<file path="src/rtl/vmicro16_apb_core_arbiter.sv">
// ---------------------------------------------------------------------------
// vmicro16_apb_core_arbiter
//
// Round-robin arbiter that lets CORES core-side APB masters share one APB
// slave port. The winning request is registered in IDLE, then replayed
// downstream as a full SETUP/ACCESS sequence. Read data and the ready strobe
// go back only to the granted core. An optional access timeout forces
// completion (with ERR_DATA) so a stuck slave cannot hold the bus forever.
//
// Ports:
//   clk, reset        clock and synchronous active-high reset
//   S_PADDR/PWRITE/   per-core request lanes (lane i at [i*W +: W])
//   PSELx/PENABLE/PWDATA
//   S_PRDATA/PREADY   per-core response lanes (only granted lane is active)
//   M_*               single APB master port toward the peripheral section
//   grant             index of current / last granted core
//   busy              high while a downstream transfer is in flight
//   timeout_err       one-cycle pulse when an access is forced to complete
// ---------------------------------------------------------------------------
module vmicro16_apb_core_arbiter #(
  parameter int BUS_WIDTH      = 32,
  parameter int DATA_WIDTH     = 32,
  parameter int CORES          = 4,
  parameter int TIMEOUT_CYCLES = 255,
  parameter logic [DATA_WIDTH-1:0] ERR_DATA = 32'hDEAD_BEEF
) (
  input  logic                        clk,
  input  logic                        reset,
  input  logic [CORES*BUS_WIDTH-1:0]  S_PADDR,
  input  logic [CORES-1:0]            S_PWRITE,
  input  logic [CORES-1:0]            S_PSELx,
  input  logic [CORES-1:0]            S_PENABLE,
  input  logic [CORES*DATA_WIDTH-1:0] S_PWDATA,
  output logic [CORES*DATA_WIDTH-1:0] S_PRDATA,
  output logic [CORES-1:0]            S_PREADY,
  output logic [BUS_WIDTH-1:0]        M_PADDR,
  output logic                        M_PWRITE,
  output logic                        M_PSELx,
  output logic                        M_PENABLE,
  output logic [DATA_WIDTH-1:0]       M_PWDATA,
  input  logic [DATA_WIDTH-1:0]       M_PRDATA,
  input  logic                        M_PREADY,
  output logic [3:0]                  grant,
  output logic                        busy,
  output logic                        timeout_err
);

  // Counter only ever holds 0..TIMEOUT_CYCLES-1.
  localparam int CNT_W = (TIMEOUT_CYCLES > 1) ? $clog2(TIMEOUT_CYCLES) : 1;

  typedef enum logic [1:0] {IDLE, SETUP, ACCESS} state_t;

  state_t                 state_reg, state_next;
  logic [3:0]             rr_ptr_reg, rr_ptr_next;
  logic [3:0]             grant_reg, grant_next;
  logic [CNT_W-1:0]       cnt_reg, cnt_next;
  logic [BUS_WIDTH-1:0]   paddr_reg, paddr_next;
  logic                   pwrite_reg, pwrite_next;
  logic [DATA_WIDTH-1:0]  pwdata_reg, pwdata_next;

  logic                   xfer_done;
  logic                   xfer_timeout;
  logic [3:0]             winner;
  logic                   any_req;
  logic [DATA_WIDTH-1:0]  rsp_data;

  // Core lanes padded out to 16 entries so a 4-bit index always fits exactly.
  logic [15:0]            req_pad;
  logic [15:0]            pwrite_pad;
  logic [BUS_WIDTH-1:0]   lane_addr  [16];
  logic [DATA_WIDTH-1:0]  lane_wdata [16];

  // Phases are generated locally, so the cores' PENABLE carries no information.
  logic unused_penable;
  assign unused_penable = ^S_PENABLE;

  assign req_pad    = 16'(S_PSELx);
  assign pwrite_pad = 16'(S_PWRITE);

  generate
    for (genvar gi = 0; gi < 16; gi++) begin : g_lane_in
      if (gi < CORES) begin : g_real
        assign lane_addr[gi]  = S_PADDR[gi*BUS_WIDTH +: BUS_WIDTH];
        assign lane_wdata[gi] = S_PWDATA[gi*DATA_WIDTH +: DATA_WIDTH];
      end else begin : g_pad
        assign lane_addr[gi]  = '0;
        assign lane_wdata[gi] = '0;
      end
    end
  endgenerate

  // Round-robin search: first requester at or after rr_ptr, wrapping at CORES.
  always_comb begin
    logic [4:0] idx;
    logic       found;
    winner = rr_ptr_reg;
    found  = 1'b0;
    idx    = '0;
    for (int k = 0; k < CORES; k++) begin
      idx = {1'b0, rr_ptr_reg} + 5'(k);
      if (idx >= 5'(CORES)) idx = idx - 5'(CORES);
      if (!found && req_pad[idx[3:0]]) begin
        winner = idx[3:0];
        found  = 1'b1;
      end
    end
  end

  assign any_req = |S_PSELx;

  always_comb begin
    state_next   = state_reg;
    rr_ptr_next  = rr_ptr_reg;
    grant_next   = grant_reg;
    cnt_next     = cnt_reg;
    paddr_next   = paddr_reg;
    pwrite_next  = pwrite_reg;
    pwdata_next  = pwdata_reg;
    xfer_done    = 1'b0;
    xfer_timeout = 1'b0;
    case (state_reg)
      IDLE: begin
        cnt_next = '0;
        if (any_req) begin
          grant_next  = winner;
          paddr_next  = lane_addr[winner];
          pwrite_next = pwrite_pad[winner];
          pwdata_next = lane_wdata[winner];
          state_next  = SETUP;
        end
      end
      SETUP: begin
        cnt_next   = '0;
        state_next = ACCESS;
      end
      ACCESS: begin
        // A ready slave always wins over a timeout landing in the same cycle.
        if (M_PREADY) begin
          xfer_done = 1'b1;
        end else if (TIMEOUT_CYCLES != 0 &&
                     cnt_reg == CNT_W'(TIMEOUT_CYCLES - 1)) begin
          xfer_done    = 1'b1;
          xfer_timeout = 1'b1;
        end else begin
          cnt_next = cnt_reg + 1'b1;
        end
        if (xfer_done) begin
          state_next  = IDLE;
          rr_ptr_next = (grant_reg == 4'(CORES - 1)) ? 4'd0 : grant_reg + 4'd1;
        end
      end
      default: state_next = IDLE;
    endcase
  end

  always_ff @(posedge clk) begin
    if (reset) begin
      state_reg  <= IDLE;
      rr_ptr_reg <= '0;
      grant_reg  <= '0;
      cnt_reg    <= '0;
      paddr_reg  <= '0;
      pwrite_reg <= 1'b0;
      pwdata_reg <= '0;
    end else begin
      state_reg  <= state_next;
      rr_ptr_reg <= rr_ptr_next;
      grant_reg  <= grant_next;
      cnt_reg    <= cnt_next;
      paddr_reg  <= paddr_next;
      pwrite_reg <= pwrite_next;
      pwdata_reg <= pwdata_next;
    end
  end

  assign M_PADDR     = paddr_reg;
  assign M_PWRITE    = pwrite_reg;
  assign M_PWDATA    = pwdata_reg;
  assign M_PSELx     = (state_reg != IDLE);
  assign M_PENABLE   = (state_reg == ACCESS);
  assign busy        = (state_reg != IDLE);
  assign grant       = grant_reg;
  // Responses are suppressed while reset is held so an aborted access
  // never reports completion.
  assign timeout_err = xfer_timeout && !reset;
  assign rsp_data    = xfer_timeout ? ERR_DATA : M_PRDATA;

  generate
    for (genvar gi = 0; gi < CORES; gi++) begin : g_lane_out
      logic sel;
      assign sel = xfer_done && !reset && (grant_reg == 4'(gi));
      // A core that dropped its select mid-transfer gets no ready strobe.
      assign S_PREADY[gi] = sel && S_PSELx[gi];
      assign S_PRDATA[gi*DATA_WIDTH +: DATA_WIDTH] = sel ? rsp_data : '0;
    end
  endgenerate

endmodule

</file>
<file path="config.mk">
export PLATFORM = sky130hd
export DESIGN_NAME = vmicro16_apb_core_arbiter
export DESIGN_NICKNAME = d
export VERILOG_FILES = /design/src/rtl/vmicro16_apb_core_arbiter.sv
export SDC_FILE = /design/constraint.sdc
export NUM_CORES = 1
export LEC_CHECK = 0
export CAP_MARGIN = 5
export CORE_AREA = 3 3 198 200
export CTS_BUF_LIST = sky130_fd_sc_hd__clkbuf_8
export DETAILED_ROUTE_END_ITERATION = 12
export DIE_AREA = 0 0 201 203
export PLACE_DENSITY = 0.51
export SYNTH_ARGS = -nofsm -noshare
export SYNTH_HDL_FRONTEND = slang
export SYNTH_SLANG_ARGS = --single-unit
</file>
<file path="constraint.sdc">
create_clock -name clk -period 3.8 [get_ports clk]
set_input_delay 1.14 -clock clk [delete_from_list [all_inputs] [get_ports clk]]
set_output_delay 1.14 -clock clk [all_outputs]
set_load 0.05 [all_outputs]
</file>
==> metrics.md <==
| Metric | Value |
|---|---|
| CP most frequent cell | `buf_12` |
| Static leakage | `5.55 nW` |
| Largest net degree at the start of global routing | `39` |
| Worst hold slack | `472 ps` |
| Final Max Tran Viols | `0` |
| Synth top cells by count | `nor2_1, mux2i_1, nand2_1` |
| Hold Vio Cnt, Final | `0` |
| Final WL | `32200 um` |
| Final #Nets | `1544` |
| Vias/cell | `4.20` |
| WL/cell | `18.5 um` |
| Row cnt | `71` |
| Worst Hold Class | `reg2reg` |
| Synth async-reset ratio | `0%` |
| DR iter-0 viols | `259` |
| CTS Buf Count | `9` |
| Grt ovf | `0` |
| Mux cell area share after synthesis | `25.2%` |
| Synth Area in Compound Gates | `13.3%` |
| Met2 usage | `28.7%` |
| Min Tclk post-route | `3730 ps` |
| Clock-pin slew on the worst setup and hold paths | `90 ps` |
| Starting Density | `15.3%` |
| Tcrit/Tclk final | `98.1%` |
| Die width | `201 um` |
| Crit-path cells | `dlygate4sd2_1 > buf_4 > nor3b_4 > buf_12 > buf_12 > nor2_1 > nor2_1 > buf_12` |
| Vias in the first global route | `7521` |
| Top cells by area, synth | `dfxtp_1, mux2i_1, nor2_1` |
| Post-synthesis register bit count | `83` |
| Clk sink count | `83` |
| GP Congestion | `0.790` |
| H-tree depth | `3` |
| Worst-Margin Slew | `634 ps` |
| Initial antenna violation count | `4` |
| Post-CTS Setup Bufs | `0` |
| Share of layout cells above drive strength 1 | `24.2%` |
| Pwr/cell area | `289 nW/um^2` |
| CTS tree | `yes` |
| CP endpoint kind | `output pin` |
| Post-synthesis sequential area ratio | `29.0%` |
| Worst-path maximum fanout | `16` |
| Worst EP arrival | `2590 ps` |
| GRT Total Usage | `15.0%` |
| Post-Synthesis Cell Area | `5730 um^2` |
| Total iterations of the first detailed-routing run | `4` |
| Count leader, synth | `nor2_1` |
| Worst EP required | `2660 ps` |
| Syn Inst Count | `706` |
| Yosys top cell area share | `29.0%` |
| Synth unique cells | `47` |
| Relative slew slack | `57.4%` |
| Die height | `203 um` |
| PortBufs | `503` |
| Io pins | `508` |
| Skew-Pair Late Insertion Delay | `380 ps` |
| Via count | `7321` |
| Pre-CTS setup slack | `-245 ps` |
| Top FF cell, synth | `dfxtp_1` |
| Final setup violation count | `0` |
| Achievable Freq | `268 MHz` |
| Crit-path max cell delay | `270 ps` |
| Critical path type | `in2out` |
| Met3 Use GR | `4.59%` |
| Max-cap violation count | `0` |
| Post-Synth Adder-Cell Area | `3.49%` |
| Simple-Gate Fraction of Synth Area | `21.1%` |
| VDD IR max | `0.200 mV` |
| Dpl hpwl | `26500 um` |
| Yosys warns | `0` |
| Clock skew | `12.9 ps` |
| GRT Max-Usage Layer | `met2` |
| Number of enable flip-flop cells after synthesis | `0` |
| Critical-path top delay cell | `dlygate4sd2_1` |
| Post-route DRC | `0` |
| Cell taking the most area after synthesis | `dfxtp_1` |
| Core area | `37600 um^2` |
| GRT met1 Usage | `15.6%` |
| Area growth syn-to-layout | `136%` |
| Antenna Nets Post-Route | `0` |
| Post-route setup slack | `71.9 ps` |
| Xor and xnor area share after synthesis | `2.40%` |
| CP Launch Type | `input port` |
| Largest family of logic cells by synthesized area | `multiplexers` |
| RSZ-0062 raised after global routing | `true` |
| Outcome | `finished, final reports clean` |
| Syn_area_per_cell | `8.12 um^2` |
| Clock Path Buffers | `2` |
| Die Footprint | `40800 um^2` |
| First-pass GRT wire length | `47100 um` |
| Root Buffer | `clkbuf_8` |
| Synth Net Count | `1025` |
where the power goes:
| group | internal (mW) | switching (mW) | total [mW] | leakage [nW] |
|---|---|---|---|---|
| registers | 1.02 | 0.0855 | 1.10 | 0.684 |
| logic | 0.965 | 1.16 | 2.13 | 4.77 |
| clock network | 0.317 | 0.368 | 0.684 | 0.0996 |
layout by cell type, fill, tap and decap left out, types with 2 or more instances in the layout:
master           instances
nand2_1                 85
xor2_1                   9
nor2_2                  65
buf_12                 147
nor3_1                   2
nand4_1                  3
clkdlybuf4s50_1        368
a31oi_1                  2
a21oi_1                  7
dfxtp_1                 82
mux2i_1                134
a22o_1                   2
nand2_2                  4
inv_1                   11
nor2_4                   2
xnor2_1                  3
ha_1                    16
and4_1                   3
dlygate4sd2_1            2
o221ai_1                64
and3_1                   4
buf_4                   46
diode_2                  3
mux4_2                   4
nand2b_1                 5
a211oi_1                 4
o21ai_0                  2
nor2_1                 107
nand3_1                  4
clkbuf_8                10
final cells by class:
type | count | area, um^2
repair buffers | 564 | 7020
clock buffers | 10 | 138
diodes | 3 | 7.51
multi-input cells | 557 | 3980
flip-flops and latches | 83 | 1660
clock inverters | 5 | 55.1
fillers | 3816 | 24000
inverters | 10 | 37.5
well taps | 511 | 639
through the flow:
stage	total power [mW]	cell area [um^2]	TNS (ps)	instances	utilization [%]
finish	3.91	13500	0	1743	36.0
global placement	3.25	13200	-20020	1724	35.1
CTS	3.99	13500	0	1740	36.0
detailed placement	3.26	13200	-19550	1724	35.1
global route	4.13	13500	-40.7	1743	36.0
floorplan	2.30	5820	-5930	706	-
cell families after synthesis:
logic type | Yosys count
buf+inv | 66
compound gates | 91
mux | 139
fa+ha+maj | 16
simple gates | 297
flops | 83
xor+xnor | 14
critical path, delay by kind of cell:
family                 cells  cell delay [ps]
and+or+nand+nor            3              520
buffers and inverters      5              910
worst paths after layout:
check / from / to / slack, ps / cells past startpoint
setup / recovery: M_PREADY / S_PRDATA[13] / 70 / 8
hold / removal: M_PADDR[17] / M_PADDR[17] / 470 / 2
setup reg to reg: rr_ptr_reg[1] / M_PWDATA[1] / 160 / 15
hold reg to reg: M_PADDR[17] / M_PADDR[17] / 470 / 2
what timing repair did:
| item | in CTS | in global routing |
|---|---|---|
| cloned | 1 | 0 |
| setup endpoints to repair | 128 | 9 |
| hold buffers | 0 | 0 |
| pin swaps | 1 | 0 |
| gates resized for setup | 40 | 5 |
per-layer routing:
metal,up-vias,share of wire [%]
met5,-,0
met4,0,1.3
met3,24,8.3
met2,363,53
met1,3390,37
li1,3544,-
(Power assumes the default switching activity.)
